$ cat config.mk
export PLATFORM = sky130hd
export DESIGN_NAME = serial_adder
export DESIGN_NICKNAME = d
export VERILOG_FILES = /design/src/rtl/serial_adder_pkg.sv /design/src/rtl/serial_fa_cell.sv /design/src/rtl/serial_adder.sv
export SDC_FILE = /design/constraint.sdc
export NUM_CORES = 1
export LEC_CHECK = 0
export BUFFER_PORTS_ARGS = -buffer_cell sky130_fd_sc_hd__buf_4
export CAP_MARGIN = 40
export CORE_ASPECT_RATIO = 1.2
export CORE_MARGIN = 1.5
export CORE_UTILIZATION = 30
export CTS_CLUSTER_DIAMETER = 200
export DETAILED_ROUTE_END_ITERATION = 6
export PLACE_DENSITY = 0.48
export SKIP_LAST_GASP = 1
export SLEW_MARGIN = 30
export SYNTH_ARGS = -nofsm -noshare
export SYNTH_HDL_FRONTEND = slang
export SYNTH_SLANG_ARGS = --single-unit
$ cat constraint.sdc
create_clock -name clk -period 2.8 [get_ports clk]
set_input_delay 0.42 -clock clk [delete_from_list [all_inputs] [get_ports clk]]
set_output_delay 0.42 -clock clk [all_outputs]
set_load 0.05 [all_outputs]
$ cat src/rtl/serial_adder_pkg.sv
// Shared types and constants for the bit-serial adder: FSM state encoding and default width.
package serial_adder_pkg;

    localparam int DEFAULT_WIDTH = 8;

    typedef enum logic [1:0] {
        ST_IDLE  = 2'b00,
        ST_SHIFT = 2'b01,
        ST_DONE  = 2'b10
    } state_t;

endpackage

$ cat src/rtl/serial_fa_cell.sv
// One-bit full adder built purely from two-input NAND gates (nine-gate form).
module serial_fa_cell (
    input  logic a,
    input  logic b,
    input  logic ci,
    output logic s,
    output logic co
);

    logic n1, n2, n3, x1, n4, n5, n6;

    // First half-adder: x1 = a ^ b; n1 doubles as the (a & b) carry term.
    assign n1 = ~(a & b);
    assign n2 = ~(a & n1);
    assign n3 = ~(b & n1);
    assign x1 = ~(n2 & n3);

    assign n4 = ~(x1 & ci);
    assign n5 = ~(x1 & n4);
    assign n6 = ~(ci & n4);
    assign s  = ~(n5 & n6);
    assign co = ~(n4 & n1);

endmodule

$ cat src/rtl/serial_adder.sv
// Bit-serial adder: one full-adder cell processes one bit per clock, LSB first.
// Optional signed-overflow output is enabled by defining SERIAL_ADDER_OVF_EN.
module serial_adder
    import serial_adder_pkg::*;
#(
    parameter int WIDTH = DEFAULT_WIDTH
) (
    input  logic             clk,
    input  logic             rst,
    input  logic             start,
    input  logic [WIDTH-1:0] a,
    input  logic [WIDTH-1:0] b,
    input  logic             cin,
    output logic             busy,
    output logic             done,
    output logic [WIDTH-1:0] sum,
    output logic             cout
`ifdef SERIAL_ADDER_OVF_EN
    ,
    output logic             ovf
`endif
);

    localparam int CW = $clog2(WIDTH + 1);
    localparam logic [CW-1:0] LAST_CNT = CW'(WIDTH - 1);

    state_t           state_q, state_d;
    logic [WIDTH-1:0] a_q, a_d;
    logic [WIDTH-1:0] b_q, b_d;
    logic [WIDTH-1:0] sum_q, sum_d;
    logic             carry_q, carry_d;
    logic             cout_q, cout_d;
    logic [CW-1:0]    cnt_q, cnt_d;
    logic             fa_s, fa_co;
`ifdef SERIAL_ADDER_OVF_EN
    logic             ovf_q, ovf_d;
`endif

    serial_fa_cell u_fa (
        .a  (a_q[0]),
        .b  (b_q[0]),
        .ci (carry_q),
        .s  (fa_s),
        .co (fa_co)
    );

    always_comb begin
        state_d = state_q;
        a_d     = a_q;
        b_d     = b_q;
        sum_d   = sum_q;
        carry_d = carry_q;
        cout_d  = cout_q;
        cnt_d   = cnt_q;
`ifdef SERIAL_ADDER_OVF_EN
        ovf_d   = ovf_q;
`endif
        case (state_q)
            ST_IDLE, ST_DONE: begin
                if (start) begin
                    state_d = ST_SHIFT;
                    a_d     = a;
                    b_d     = b;
                    carry_d = cin;
                    cnt_d   = '0;
                    sum_d   = '0;
                    cout_d  = 1'b0;
`ifdef SERIAL_ADDER_OVF_EN
                    ovf_d   = 1'b0;
`endif
                end else if (state_q == ST_DONE) begin
                    state_d = ST_IDLE;
                end
            end
            ST_SHIFT: begin
                // Sum bits enter at the MSB so bit 0 lands at the LSB after WIDTH shifts.
                sum_d   = {fa_s, sum_q[WIDTH-1:1]};
                a_d     = a_q >> 1;
                b_d     = b_q >> 1;
                carry_d = fa_co;
                cnt_d   = cnt_q + CW'(1);
                if (cnt_q == LAST_CNT) begin
                    state_d = ST_DONE;
                    cout_d  = fa_co;
`ifdef SERIAL_ADDER_OVF_EN
                    // carry_q here is the carry into the MSB.
                    ovf_d   = carry_q ^ fa_co;
`endif
                end
            end
            default: state_d = ST_IDLE;
        endcase
    end

    always_ff @(posedge clk) begin
        if (rst) begin
            state_q <= ST_IDLE;
            a_q     <= '0;
            b_q     <= '0;
            sum_q   <= '0;
            carry_q <= 1'b0;
            cout_q  <= 1'b0;
            cnt_q   <= '0;
`ifdef SERIAL_ADDER_OVF_EN
            ovf_q   <= 1'b0;
`endif
        end else begin
            state_q <= state_d;
            a_q     <= a_d;
            b_q     <= b_d;
            sum_q   <= sum_d;
            carry_q <= carry_d;
            cout_q  <= cout_d;
            cnt_q   <= cnt_d;
`ifdef SERIAL_ADDER_OVF_EN
            ovf_q   <= ovf_d;
`endif
        end
    end

    assign busy = (state_q == ST_SHIFT);
    assign done = (state_q == ST_DONE);
    assign sum  = sum_q;
    assign cout = cout_q;
`ifdef SERIAL_ADDER_OVF_EN
    assign ovf  = ovf_q;
`endif

endmodule

==> metrics, run 1 <==
via count=1185; Synth Instances=154; Die X-Extent=64.7 um; Final Cycle Share=54.8%; Final Hold Violating Endpoints=0; Synth Warn #=0; DRC=0; Compound-Gate Fraction of Synth Area=20.2%; root buffer cell=clkbuf_8; vias in the first global route=1067; Setup Fix Bufs, Post-CTS=0; post-DP HPWL=1.83 mm; Synth Area in Adders=2.37%; ys flop type=dfxtp_1; largest net degree at the start of global routing=34; initial DRC count=80; sequential cell area=641 sq um; TritonCTS Buffers=5; status=completed; FFs w/ async S/R, synth=0%; footprint of the multi-input gates=606 sq um; area of the die=4990 sq um; setup TNS=0 ns; LEAKAGE=0.634 nW; minimum clock period=1.53 ns; Clock Sinks=32; placed instance area=1580 sq um; Power, Total=979 uW; grt ovf=0; initial antenna violation count=0; Max Clk Rate=0.652 GHz; Antenna Nets Post-Route=0; crit path from=state_q[1]; R2R Path Start=state_q[0]; Initial Utilization=31.7%; clock latency on the worst-skew pair=0.28 ns; synthesis-stage register bit count=32; CP startpoint kind=flip-flop; WL final=2.91 mm; Setup Skew=0.00166 ns; core footprint=4330 sq um; max-slew violations=0; first-pass GRT wire length=4.69 mm; CP max FO=9; worst hold-check slack=0.388 ns; sequential area share after synthesis=46.7%; Yosys cell types=28; area leader, netlist=dfxtp_1; port bufs=30; Hold Path Class=primary input to flip-flop; cts repair resizes=0; Max VDD drop=0.285 mV; Routed WL per cell=12.3 um; site row count=26; synthesized cell area=1370 sq um; Filler cells=447; Total GRT Usage=12.3%; net total in the final layout=201; Place WS=1.10 ns; top cells by area, synth=dfxtp_1 47%, a21oi_1 10%, nand3_1 10%, a22oi_1 7.7%, buf_6 4.1%; WP data arrival=1.11 ns; Worst-Margin Slew=0.776 ns; H-tree depth=2; hold path start=a[7]; Diodes inserted=0; Crit path required time=2.38 ns; simple-gate share of the synthesized area=19.6%; worst setup margin=1.27 ns; CTS tree=yes; post-synth top area share=46.7%; fin area=1670 sq um; Post-synth EDFFs=0; main combinational cell family by area after synthesis=compound AO/OA/AOI/OAI gates; First-pass DRT Iterations=4; synthesis-to-finish area growth=21.6%; hold-fix buffers at CTS=0; Worst Path Class, Setup=flip-flop to primary output; Clock Tree Buf Depth=2; Synth Net Count=176; post-DR vias/cell=5.02; share of cells above drive strength 1=25.0%; Placer Congestion=0.683; Crit. End Element=primary output; Power Dens Cells=587 nW/um^2; Die Y=77.1 um; Synth Area per Inst=8.91 sq um; I/O pin count=31; clock transition at the registers of the reported paths=0.06 ns; Slew HR=48.0%; Final Setup Violations=0; unrepaired setup endpoints after global routing=no; multiplexer share of the synthesized area=1.91%; max-cap violations=0; post-synthesis xor/xnor area fraction=0%
-- synthesized netlist by cell type, drive strengths merged (2+ instances only) --
cell and n:
nor2 2, nand3 28, a22oi 14, clkbuf 4, nand2 12, inv 4
mux2 2, a21oi 28, buf 11, nand2b 4, a31oi 2, dfxtp 32
-- layer usage --
layer,part of all wire (%),track usage (%)
met1,46,14.4
met2,46,19.0
met3,6.3,5.13
met4,2.2,6.38
met5,0,0
-- layout by cell type (no fill, tap or decap), drive strengths merged, types with 2 or more instances in the layout --
master,instances
nor2,2
mux2,2
buf,33
a22oi,14
nand2,12
dfxtp,32
a21oi,28
nand3,28
a31oi,2
nand2b,4
inv,4
clkbuf,8
-- worst paths after layout --
kind	cells after the start	endpoint	slack (ns)
max	3	busy	1.27
min	3	a_q[7]	0.39
max reg2reg	3	cnt_q[3]	1.34
min reg2reg	2	b_q[5]	0.47
-- per-stage QoR --
step,instances,utilization (%)
3_3_place_gp,228,36.5
3_5_place_dp,228,36.5
2_1_floorplan,154,-
6_report,236,38.6
5_1_grt,236,38.6
4_1_cts,236,38.6
-- cells by family after synthesis --
logic type | after synthesis
flops | 32
mux | 2
compound gates | 46
simple gates | 53
fa+ha+maj | 2
buf+inv | 19
-- power by group --
group          switching, mW  internal [mW]
Clock                  0.162          0.200
Sequential            0.0121          0.477
Combinational         0.0766         0.0511
-- registers in the layout, indices dropped and copies added, names as in the netlist --
register	flops
a_q	8
b_q	8
sum	8
cnt_q	4
state_q	2
carry_q	1
cout	1
-- worst max-delay path, cell delays in order, from the launching register on --
cell      delay [ns]
dfxtp_1         0.30
nand2b_2        0.18
inv_2           0.13
buf_4           0.22
-- layout make-up --
type	instances	share of cell area (%)
Timing Repair Buffer	33	14.8
Tap cell	56	4.20
Sequential cell	32	38.4
Clock buffer	8	5.40
Inverter	4	0.900
Multi-Input combinational cell	103	36.3
(Power assumes the default switching activity.)
==> run 2: changes to the inputs <==
- PLACE_DENSITY: 0.48 -> 0.5
- clock period: 2.8 -> 1.4 ns (I/O delays scaled with it)
==> run 2 against run 1 <==
  * Sequential power is 100% higher
  * Power rose by 100%
  * Routed wire length increased by 5.5%
  * Clock-buffer cell count did not move
  * Register-to-register slack got worse by 1.3 ns
  * Clock power up 98%
  * Final area increased by 4.1%
  * Combinational power is 120% higher
  * Flip-flop and latch count unchanged
  * Die area is the same
  * Global-route usage increased by 1.2 points
  * Non-clock buffer count increased by 5
  * Critical endpoint is now cout
==> metrics, run 2 (synthesized netlist as in run 1, its figures left out) <==
Final Hold Violating Endpoints=0 (unchanged); Filler cells=453 (+1.3%); net total in the final layout=206 (+2.5%); max incr delay on CP=0.38 ns (+0.08 ns); post-DP HPWL=2.14 mm (+17%); vias in the first global route=1197 (+12%); WL final=3.07 mm (+5.5%); Final Cycle Share=94.3%; worst hold-check slack=0.183 ns (-0.205 ns); Antenna Nets Post-Route=0 (unchanged); Clock Tree Buf Depth=2 (unchanged); max-cap violations=0 (unchanged); initial DRC count=64 (-20%); first-pass GRT wire length=5.24 mm (+12%); Die Y=77.1 um (unchanged); clock transition at the registers of the reported paths=0.06 ns (about the same); Setup Skew=0.00466 ns (+0.00299 ns); post-layout util=40.2% (+1.6 points); TritonCTS Buffers=5 (unchanged); status=completed; Worst-Margin Slew=0.191 ns (-0.586 ns); share of cells above drive strength 1=28.6% (+3.6 points); Max VDD drop=0.534 mV (+87%); area of the die=4990 sq um (unchanged); Crit path max-delay family=adder cells; site row count=26 (unchanged); DRC=0 (unchanged); I/O pin count=31 (unchanged); WP data arrival=1.53 ns (+0.42 ns); Crit. End Element=flip-flop; Power Dens Cells=1140 nW/um^2 (+94%); grt ovf=0 (unchanged); CP max FO=2 (-7); minimum clock period=1.32 ns; Final Setup Violations=0 (unchanged); Max Clk Rate=0.758 GHz; hold-fix buffers at CTS=0 (unchanged); CTS tree=yes; H-tree depth=2 (unchanged); port bufs=30 (unchanged); Total GRT Usage=13.5% (+1.2 points); root buffer cell=clkbuf_8; Crit path required time=1.61 ns (-0.77 ns); Diodes inserted=0 (unchanged); Slew HR=87.3% (+39 points); most common cell after layout, fill and taps aside=buf_4; First-pass DRT Iterations=4 (unchanged); Placer Congestion=0.740 (+8.3%); Initial Utilization=31.7% (unchanged); Hold Path Class=primary input to flip-flop; clock latency on the worst-skew pair=0.28 ns (about the same); crit-path cells=inv_1 -> fa_2 -> or3_1 -> a31oi_1; Critical-path top delay cell=fa_2; CP startpoint kind=flip-flop; Clock Sinks=32 (unchanged); initial antenna violation count=0 (unchanged); Routed WL per cell=12.7 um (+3.3%); Crit path buffers/inverters=1 (-1); via count=1215 (+2.5%); unrepaired setup endpoints after global routing=no; largest net degree at the start of global routing=29 (-15%); post-DR vias/cell=5.04 (+0.40%); max-slew violations=0 (unchanged); core footprint=4330 sq um (unchanged); synthesis-to-finish area growth=26.6%; LEAKAGE=0.665 nW (+5.0%); most frequent cells in the layout=36 x buf_4, 30 x dfxtp_1, 28 x a21oi_1, 28 x nand3_1, 14 x a22oi_1; Die X-Extent=64.7 um (unchanged); Worst Path Class, Setup=flip-flop to flip-flop
==> run 2: cell types whose count changed in the layout (fill, tap and decap cells not counted) <==
cell | before | now
buf_4 | 33 | 36
dfxtp_1 | 32 | 30
dfxtp_2 | 0 | 2
buf_12 | 0 | 1
buf_6 | 0 | 1
clkinv_4 | 0 | 1
fa_1 | 1 | 0
fa_2 | 0 | 1
inv_2 | 1 | 0
nand2b_2 | 1 | 0
nand2b_4 | 0 | 1
==> run 2: power breakdown <==
group / internal (mW) / switching, mW / total (mW)
Sequential: 0.955 / 0.0246 / 0.980
Combinational: 0.125 / 0.160 / 0.285
Clock: 0.400 / 0.317 / 0.717
Total: 1.48 / 0.502 / 1.98
==> run 2: final cells by class <==
cell class              count  area (sq um)  area share, %
inverters                   4          20.0           1.15
multi-input cells         103           613           35.3
well taps                  56          70.1           4.03
repair buffers             38           302           17.4
clock buffers               8          90.1           5.18
flip-flops and latches     32           643           37.0
==> run 2: worst register-to-register path: stages (launching register included) <==
cell and delay, ns:
dfxtp_2 0.32, inv_1 0.05, fa_2 0.38, or3_1 0.34, a31oi_1 0.16
==> run 2: what timing repair did <==
action                                  in CTS  in global routing
pin swaps                                    1                  2
gates resized for setup                      2                  6
endpoints found under the setup margin       2                  2
setup buffers                                0                  0
==> run 2: metrics by stage <==
stage	std cells	total power, mW	TNS (ns)	worst slack (ns)	instance area, sq um
4_1_cts	241	2.01	-0.0142	-0.0142	1730
2_1_floorplan	154	1.20	0	0.0489	1370
3_3_place_gp	233	1.28	0	0.0247	1630
6_report	241	1.98	0	0.0800	1740
3_5_place_dp	233	1.28	-0.00353	-0.00353	1630
5_1_grt	241	2.09	0	0.0136	1740
==> run 2: path summary, 6_finish.rpt <==
kind                            slack, ns  endpoint    start  depth (start not counted)
worst max-delay path                 0.08      cout  carry_q                          4
worst min register to register       0.46    sum[3]   sum[4]                          2
worst min-delay path                 0.18    b_q[7]     b[7]                          3
worst max register to register       0.08      cout  carry_q                          4
==> run 2: per-layer routing <==
metal | vias up | wire length (um) | global-route usage (%)
met5 | - | 0 | 0
met4 | 0 | 61 | 6.38
met3 | 6 | 182 | 4.69
met2 | 29 | 1490 | 23.1
met1 | 576 | 1330 | 14.8
li1 | 604 | - | -
==> run 3: changes to the inputs <==
--- a/config.mk
+++ b/config.mk
@@ -6,4 +6,5 @@
 export NUM_CORES = 1
 export LEC_CHECK = 0
+export ABC_AREA = 1
 export BUFFER_PORTS_ARGS = -buffer_cell sky130_fd_sc_hd__buf_4
 export CAP_MARGIN = 40
==> constraint.sdc (replaced) <==
create_clock -name clk -period 1.4 [get_ports clk]
set_input_delay 0.21 -clock clk [delete_from_list [all_inputs] [get_ports clk]]
set_output_delay 0.21 -clock clk [all_outputs]
set_load 0.02 [all_outputs]
==> run 3 against run 2 <==
  * Sequential share of layout area shrank 1.8 points
  * Synthesized cell count grew 21%
  * Setup slack gained 0.038 ns
  * Clock skew shrank 0.0017 ns
  * Sequential power grew 0.5%
  * First-iteration DRC count shrank 48%
  * Critical path depth shrank 1
  * Die area grew 5.5%
  * Clock power grew 7.1%
  * Combinational power grew 6%
  * Maximum frequency grew 3.0%
  * Largest cell class is now multi-input combinational cells
  * Highest routed layer unchanged
==> metrics, run 3 <==
Crit. End Element=primary output; Critical-path top delay cell=dfxtp_1; H-tree depth=2 (unchanged); clock latency on the worst-skew pair=0.28 ns (about the same); synthesis-to-finish area growth=25.6%; Final Cycle Share=91.5% (-2.7 points); Yosys cell types=23 (-18%); Critical path destination=done; max incr delay on CP=0.44 ns (+0.06 ns); WL final=3.15 mm (+2.8%); area leader, netlist=dfxtp_1; status=completed; net total in the final layout=241 (+17%); Hold Path Class=primary input to flip-flop; hold-fix buffers at CTS=0 (unchanged); synthesized cell area=1450 sq um (+5.7%); Place WS=0.167 ns (+0.171 ns); Worst Reg-to-Reg Cells=8 (+4); Placer Congestion=0.738 (-0.19%); Crit path required time=1.19 ns (-0.42 ns); via count=1260 (+3.7%); Post-synth top cells=44 x nand2_1, 32 x dfxtp_1, 20 x nand3_1, 20 x nor2_1, 19 x a21oi_1; Initial Utilization=31.4% (-0.36 points); Crit Reg-Reg Endpoint=a_q[5]; sequential area share after synthesis=44.1% (-2.5 points); busiest layer in global routing=met2; I/O pin count=31 (unchanged); First-pass DRT Iterations=4 (unchanged); Worst Path Class, Setup=flip-flop to primary output; Diodes inserted=0 (unchanged); Synth Area per Inst=7.80 sq um (-12%); Post-synth EDFFs=0 (unchanged); Slew HR=83.8% (-3.4 points); most frequent cells in the layout=44 x nand2_1, 36 x buf_4, 31 x dfxtp_1; largest net degree at the start of global routing=27 (-6.9%); Max Clk Rate=0.780 GHz (+3.0%); Synth Net Count=208 (+18%); share of cells above drive strength 1=33.3% (+4.7 points); Synth Warn #=0 (unchanged); initial DRC count=33 (-48%); clock transition at the registers of the reported paths=0.06 ns (about the same); synthesis-stage register bit count=32 (unchanged); most common cell after layout, fill and taps aside=nand2_1; site row count=27 (+3.8%); Die Y=79.2 um (+2.7%); CTS tree=yes; root buffer cell=clkbuf_8; Die X-Extent=66.5 um (+2.7%); post-DP HPWL=2.18 mm (+1.8%); unrepaired setup endpoints after global routing=no; Final Setup Violations=0 (unchanged); minimum clock period=1.28 ns (-0.0384 ns); initial antenna violation count=0 (unchanged); post-synth top area share=44.1% (-2.5 points); DRC=0 (unchanged); crit-path cells=inv_2 -> nor2_1 -> buf_4; first-pass GRT wire length=5.40 mm (+2.9%); top cells by area, synth=dfxtp_1 44%, nand2_1 11%, nand3_1 6.9%, a21oi_2 6.6%, a21oi_1 6.6%; hold depth=3 (unchanged); LEAKAGE=0.769 nW (+16%); Max VDD drop=0.540 mV (+1.2%); CP max FO=2 (unchanged); CP startpoint kind=flip-flop; setup TNS=0 ns (unchanged); Synth Instances=186 (+21%); core footprint=4630 sq um (+7.0%); ys flop type=dfxtp_1; Clock Tree Buf Depth=2 (unchanged); FFs w/ async S/R, synth=0% (unchanged); Power, Total=2.06 mW (+3.7%); vias in the first global route=1178 (-1.6%); WP data arrival=1.07 ns (-0.46 ns); M2 GR Usage=20.7% (-2.4 points); port bufs=30 (unchanged); Total GRT Usage=13.6% (+0.049 points); R2R Setup Slk=0.15 ns (+0.07 ns); post-DR vias/cell=4.55 (-9.8%); Power Dens Cells=1130 nW/um^2 (-1.1%); TritonCTS Buffers=5 (unchanged); crit path from=state_q[1]; Worst-Margin Slew=0.242 ns (+0.0517 ns); area of the die=5270 sq um (+5.5%); Crit path depth=3 (-1); M3 GR Usage=3.40% (-1.3 points); Crit path buffers/inverters=2 (+1); max-cap violations=0 (unchanged); Crit path max-delay family=flip-flops; max-slew violations=0 (unchanged); Setup Skew=0.00294 ns (-0.00172 ns); Antenna Nets Post-Route=0 (unchanged); count leader, synth=nand2_1; worst setup margin=0.118 ns (+0.0384 ns); met1 Usage GRT=17.7% (+2.9 points); Routed WL per cell=11.4 um (-11%); Final Hold Violating Endpoints=0 (unchanged); Clock Sinks=32 (unchanged); R2R Path Start=state_q[0]; grt ovf=0 (unchanged)
-- run 3: what timing repair did --
action                                 CTS  global route
gates resized for setup                  0             2
gates cloned                             0             0
setup buffers                            2             0
setup endpoints to repair                1             3
pin swaps                                1             0
endpoints found under the hold margin    0             0
-- run 3: cell type report --
class / instances / area, sq um
Fill cell: 496 / 2810
Multi-Input combinational cell: 136 / 702
Sequential cell: 32 / 642
Timing Repair Buffer: 36 / 270
Clock buffer: 7 / 96.3
Tap cell: 58 / 72.6
Inverter: 8 / 40.0
-- run 3: where the power goes --
| group | switching, mW | leakage, nW | internal (mW) |
|---|---|---|---|
| Sequential | 0.0288 | 0.261 | 0.956 |
| Clock | 0.330 | 0.0503 | 0.437 |
| Combinational | 0.177 | 0.457 | 0.126 |
| Total | 0.536 | 0.769 | 1.52 |
-- run 3: stage by stage --
stage	cells	hold slack [ns]	area, sq um	util [%]
after floorplan	186	0.348	1450	-
after global placement	268	0.439	1710	36.9
after detailed placement	268	0.444	1710	36.9
after CTS	277	0.148	1820	39.3
after global routing	277	0.184	1820	39.4
final	277	0.156	1820	39.4
-- run 3: metal layers --
metal | up-vias | share of wire (%)
met5 | - | 0
met4 | 0 | 1.9
met3 | 5 | 3.8
met2 | 20 | 47
met1 | 568 | 47
li1 | 667 | -
-- run 3: worst min-delay path by stage --
| stage | start | endpoint | slack [ns] |
|---|---|---|---|
| after global placement | cin | carry_q | 0.44 |
| after CTS | cin | carry_q | 0.15 |
| after global routing | cin | carry_q | 0.18 |
| final | cin | carry_q | 0.16 |
| after detailed placement | cin | carry_q | 0.44 |
| after floorplan | cin | carry_q | 0.35 |
-- run 3: worst register-to-register path, cell delays in order, from the launching register on --
cell and delay [ns]:
dfxtp_2 0.35, inv_6 0.15, nor2_8 0.06, buf_4 0.16
buf_4 0.15, nand2_1 0.06, nand2_1 0.05, a21oi_1 0.11
nor2_1 0.05
-- run 3: kinds of logic after synthesis --
logic type               synth area share (%)
AO/OA/AOI/OAI                            14.9
flip-flops                               44.1
buffers and inverters                    7.50
AND/OR/NAND/NOR                          31.2
adder cells (fa/ha/maj)                  2.24
